`src/rtl/collatz_pkg.sv`:
```
// collatz_pkg: shared FSM state type and default sizing for the Collatz sweep controller
package collatz_pkg;
  typedef enum logic [2:0] {IDLE, LAUNCH, WAIT, NEXT, FIN} state_t;
  localparam int W_DEF = 8;
  localparam int TIMEOUT_DEF = 4096;
endpackage

```
`src/rtl/collatz_best_tracker.sv`:
```
// collatz_best_tracker: keeps the N with the largest step count, first-seen wins ties
module collatz_best_tracker import collatz_pkg::*; #(
  parameter int W = W_DEF
) (
  input  logic         clk,
  input  logic         rst_n,
  input  logic         clr,
  input  logic         upd,
  input  logic         first,
  input  logic [W-1:0] cur,
  input  logic [W-1:0] steps,
  output logic [W-1:0] best_n,
  output logic [W-1:0] best_steps
);
  // strict compare keeps the earlier (smaller) N on ties; first result always lands
  always_ff @(posedge clk or negedge rst_n)
    if (!rst_n) begin
      best_n     <= '0;
      best_steps <= '0;
    end else if (clr) begin
      best_n     <= '0;
      best_steps <= '0;
    end else if (upd && (first || steps > best_steps)) begin
      best_n     <= cur;
      best_steps <= steps;
    end
endmodule

```
`src/rtl/collatz_sweep_ctrl.sv`:
```
// collatz_sweep_ctrl: sweeps N over [n_lo,n_hi] through an external Collatz core, tracking the argmax of steps
module collatz_sweep_ctrl import collatz_pkg::*; #(
  parameter int TIMEOUT = TIMEOUT_DEF,
  parameter int W = W_DEF
) (
  input  logic         clk,
  input  logic         rst_n,
  input  logic         start,
  input  logic [W-1:0] n_lo,
  input  logic [W-1:0] n_hi,
  output logic [W-1:0] core_n,
  output logic         core_go,
  input  logic         core_done,
  input  logic [W-1:0] core_steps,
  output logic         busy,
  output logic         done,
  output logic [W-1:0] best_n,
  output logic [W-1:0] best_steps,
  output logic [W:0]   eval_cnt,
  output logic         err,
  output logic         tmo
);
  localparam int WW = $clog2(TIMEOUT + 1);
  state_t state, nxt;
  logic [W-1:0] cur, hi;
  logic [WW-1:0] wd;
  logic accept, bad_rng, hit, expired;
  assign accept  = state == IDLE && start;
  assign bad_rng = n_lo == '0 || n_lo > n_hi;
  assign hit     = state == WAIT && core_done;
  assign expired = state == WAIT && !core_done && wd == WW'(TIMEOUT - 1);
  assign core_n  = cur;
  assign core_go = state == LAUNCH;
  assign busy    = state != IDLE;
  assign done    = state == FIN;
  // next-state: NEXT tests cur against n_hi before any increment so the top value never wraps
  always_comb begin
    nxt = state;
    case (state)
      IDLE:    nxt = start ? (bad_rng ? FIN : LAUNCH) : IDLE;
      LAUNCH:  nxt = WAIT;
      WAIT:    nxt = (core_done || expired) ? NEXT : WAIT;
      NEXT:    nxt = cur == hi ? FIN : LAUNCH;
      FIN:     nxt = IDLE;
      default: nxt = IDLE;
    endcase
  end
  // state, range, watchdog and sweep counters
  always_ff @(posedge clk or negedge rst_n)
    if (!rst_n) begin
      state    <= IDLE;
      cur      <= '0;
      hi       <= '0;
      wd       <= '0;
      eval_cnt <= '0;
      err      <= 1'b0;
      tmo      <= 1'b0;
    end else begin
      state <= nxt;
      wd    <= state == WAIT ? wd + 1'b1 : '0;
      if (accept) begin
        cur      <= n_lo;
        hi       <= n_hi;
        eval_cnt <= '0;
        err      <= bad_rng;
        tmo      <= 1'b0;
      end
      if (state == NEXT && cur != hi) cur <= cur + 1'b1;
      if (hit) eval_cnt <= eval_cnt + 1'b1;
      if (expired) tmo <= 1'b1;
    end
  collatz_best_tracker #(.W(W)) u_best (
    .clk        (clk),
    .rst_n      (rst_n),
    .clr        (accept),
    .upd        (hit),
    .first      (eval_cnt == '0),
    .cur        (cur),
    .steps      (core_steps),
    .best_n     (best_n),
    .best_steps (best_steps)
  );
endmodule

```
`config.mk`:
```
export PLATFORM = sky130hd
export DESIGN_NAME = collatz_sweep_ctrl
export DESIGN_NICKNAME = d
export VERILOG_FILES = /design/src/rtl/collatz_pkg.sv /design/src/rtl/collatz_best_tracker.sv /design/src/rtl/collatz_sweep_ctrl.sv
export SDC_FILE = /design/constraint.sdc
export NUM_CORES = 1
export LEC_CHECK = 0
export ABC_AREA = 1
export CAP_MARGIN = 20
export CELL_PAD_IN_SITES_DETAIL_PLACEMENT = 1
export CELL_PAD_IN_SITES_GLOBAL_PLACEMENT = 1
export CORE_AREA = 2 2 98 100
export CTS_CLUSTER_DIAMETER = 30
export CTS_CLUSTER_SIZE = 40
export DETAILED_ROUTE_END_ITERATION = 10
export DIE_AREA = 0 0 100 102
export PLACE_DENSITY = 0.76
export SLEW_MARGIN = 20
export SYNTH_ARGS = -nofsm -noshare
export SYNTH_HDL_FRONTEND = slang
export SYNTH_SLANG_ARGS = --single-unit
export TNS_END_PERCENT = 5
```
`constraint.sdc`:
```
create_clock -name clk -period 2.15 [get_ports clk]
set_clock_uncertainty 0.1 [all_clocks]
set_input_delay 0.43 -clock clk [delete_from_list [all_inputs] [get_ports clk]]
set_output_delay 0.43 -clock clk [all_outputs]
set_load 0.03 [all_outputs]
```
==> results.py <==
metrics = {
    "logic_synthesis": {
        "ys_ff_latch": 59,
        "netlist_area_um2": 3410,
        "synth_top_area_share_pct": 43.3,
        "synth_top_area_cell": "dfrtp_1",
        "syn_avg_cell_area_um2": 7.62,
        "syn-num-nets": 496,
        "yosysUniqueCellTypes": 31,
        "synthCells": 448,
        "yosysWarnings": 0,
        "synthTopCellsByArea": "dfrtp_1 43%, nand2_1 15%, ha_1 7.3%, inv_1 7.0%, nand3_1 5.9%",
        "yosysSeqAreaShare_pct": 43.3,
    },
    "sta": {
        "hold_viol_final": 0,
        "finalCriticalPeriod_ns": 2.06,
        "period_share_pct": 95.7,
        "worstMarginPinSlew_ns": 0.421,
        "fin_tns_setup_ns": 0,
        "rsz0062_at_grt": "no",
        "fin_hold_ws_ns": 0.364,
        "setup_viol": 0,
        "slew_headroom_pct": 71.7,
        "fmax_mhz": 486,
        "slew_viol_final": 0,
    },
    "worst_setup_path": {
        "cp_slowest_cell": "clkdlybuf4s50_1",
        "reg2reg_depth": 8,
        "crit_family": "buffers and inverters",
        "path_buf_inv": 1,
        "ff2ff_setup_slack_ns": 0.35,
        "crit_required_ns": 1.62,
        "critPathKind": "reg -> out",
        "cpPeakStageDelay_ns": 0.72,
        "rr_startpoint": "core_n[6]",
        "reg2reg_to": "core_n[5]",
        "crit_chain": "clkdlybuf4s50_1",
        "start_kind": "flip-flop",
        "critPathArrivalTime_ns": 1.53,
        "endpoint_kind": "output pin",
        "worst-path-max-fanout": 6,
    },
    "routing": {
        "wl_per_cell_um": 14.2,
        "vias": 3176,
        "drc": 0,
        "dr.first_iter.drc_count": 77,
        "via_per_inst": 4.92,
        "wirelength_um": 9200,
        "ant_nets": 0,
        "firstDrtPassIters": 4,
    },
    "clock_tree": {
        "cts_root_buffer": "clkbuf_8",
        "cts_buffers": 9,
        "insertion_delay_ns": 0.34,
        "htree_levels": 3,
        "clk_pin_slew_ns": 0.07,
        "cts_buffer_depth": 2,
        "clock-sinks": 59,
        "cts_tree": "done",
    },
    "final_layout": {
        "drive_gt1_share_pct": 8.41,
        "area_growth_pct": 30.7,
        "final_common_cell": "nand2_1",
        "final_cell_mix": "135 x nand2_1, 64 x inv_1, 59 x dfrtp_1",
        "n_antenna_cell": 0,
        "finalInstanceArea_um2": 4460,
        "layout.nets": 578,
        "utilization_pct": 49.0,
        "fillers": 1159,
    },
    "global_routing": {
        "grt_remaining_overflow": 0,
        "grt_pass1_vias": 3281,
        "grt_pass1_wl_um": 15400,
        "track_usage_pct": 19.2,
        "antenna_found_initial": 0,
        "grt_max_degree": 60,
    },
    "floorplanning": {
        "placementRows": 35,
        "start_util_pct": 37.5,
        "die_area_um2": 10200,
        "die_x_um": 100,
        "pin_count": 66,
        "core_um2": 9110,
        "die_h_um": 102,
    },
    "worst_hold_path": {
        "hold_class": "reg -> reg",
        "min_path_cells": 1,
        "min_to": "wd[0]",
        "hp-start": "wd[0]",
    },
    "power": {
        "total_power_w": 0.00566,
        "irDropWorstVdd_mv": 0.567,
        "p_leak_nw": 2.31,
        "p_per_area_nw_per_um2": 1270,
    },
    "placed_design": {
        "placed_area_um2": 4260,
        "place_congestion": 0.830,
        "dp_hpwl_um": 6930,
        "port_buffers": 65,
    },
    "status": {
        "outcome": "finished, final reports clean",
    },
    "flow_run": {
        "cap_violations": 0,
    },
}
[cells in the mapped netlist, drive strengths merged]
| library cell | number |
|---|---|
| a31oi | 1 |
| nor4 | 2 |
| o21ai | 23 |
| nand3 | 42 |
| a21oi | 15 |
| a22oi | 1 |
| xnor2 | 9 |
| o32ai | 1 |
| ha | 20 |
| nand3b | 1 |
| nor3 | 5 |
| xor2 | 5 |
| nand2 | 141 |
| inv | 68 |
| nand4 | 8 |
| a21o | 1 |
| buf | 10 |
| or2 | 1 |
| clkbuf | 2 |
| o21a | 1 |
| dfrtp | 59 |
| nor2 | 32 |
[stage by stage]
stage | instances | setup WS (ns)
after floorplan | 448 | 0.294
after global placement | 629 | -0.0503
after detailed placement | 629 | -0.123
after CTS | 646 | 0.0220
after global routing | 646 | 0.0109
final | 646 | 0.0932
[kinds of logic after synthesis]
kind of cell / share of synthesized area, %
adders and majority gates: 7.33
DFF: 43.3
xor gates and xnor gates: 3.59
AOI/OAI and AO/OA: 6.67
buffers and inverters: 9.79
and+or+nand+nor: 29.3
[worst max path at each step]
stage	startpoint	to	cells after the start
after floorplan	u_best.best_steps[7]	u_best.best_steps[0]	12
after global placement	core_steps[3]	u_best.best_steps[6]	13
after detailed placement	core_steps[5]	u_best.best_n[3]	11
after CTS	core_n[6]	core_n[6]	1
after global routing	core_n[7]	core_n[7]	1
final	core_n[7]	core_n[7]	1
[layout make-up]
cell class,count,area [um^2],area share (%)
tap,111,139,3.11
multi-input combinational,309,1600,35.9
clock inverter,2,35.0,0.786
sequential,59,1480,33.1
clock buffer,14,153,3.42
inverter,68,255,5.72
timing repair buffer,83,800,17.9
[power by group]
part	leakage [nW]	internal, W	switching [W]
Combinational	1.45	0.00113	0.00173
Sequential	0.771	0.00145	0.000350
Clock	0.0947	0.000568	0.000440
Total	2.31	0.00315	0.00252
[timing repair]
item / in CTS / in global routing
endpoints found under the setup margin: 3 / 3
hold endpoints to repair: 14 / 0
setup buffers: 0 / 0
hold buffers: 1 / 0
gates resized for setup: 3 / 3
[state kept, by name, summed over array words and instances (netlist names)]
| signal | cells |
|---|---|
| core_n | 8 |
| hi | 8 |
| wd | 13 |
| u_best.best_n | 8 |
| tmo | 1 |
| u_best.best_steps | 8 |
| state | 3 |
| err | 1 |
| eval_cnt | 9 |
[per-layer routing]
layer | GRT usage, % | share of wire [%] | vias up
met5 | 0 | 0 | -
met1 | 23.5 | 46 | 1536
met4 | 7.90 | 1.7 | 0
met2 | 34.3 | 50 | 52
li1 | - | - | 1576
met3 | 2.74 | 2.7 | 12
Power figures use the tool's default switching activity.
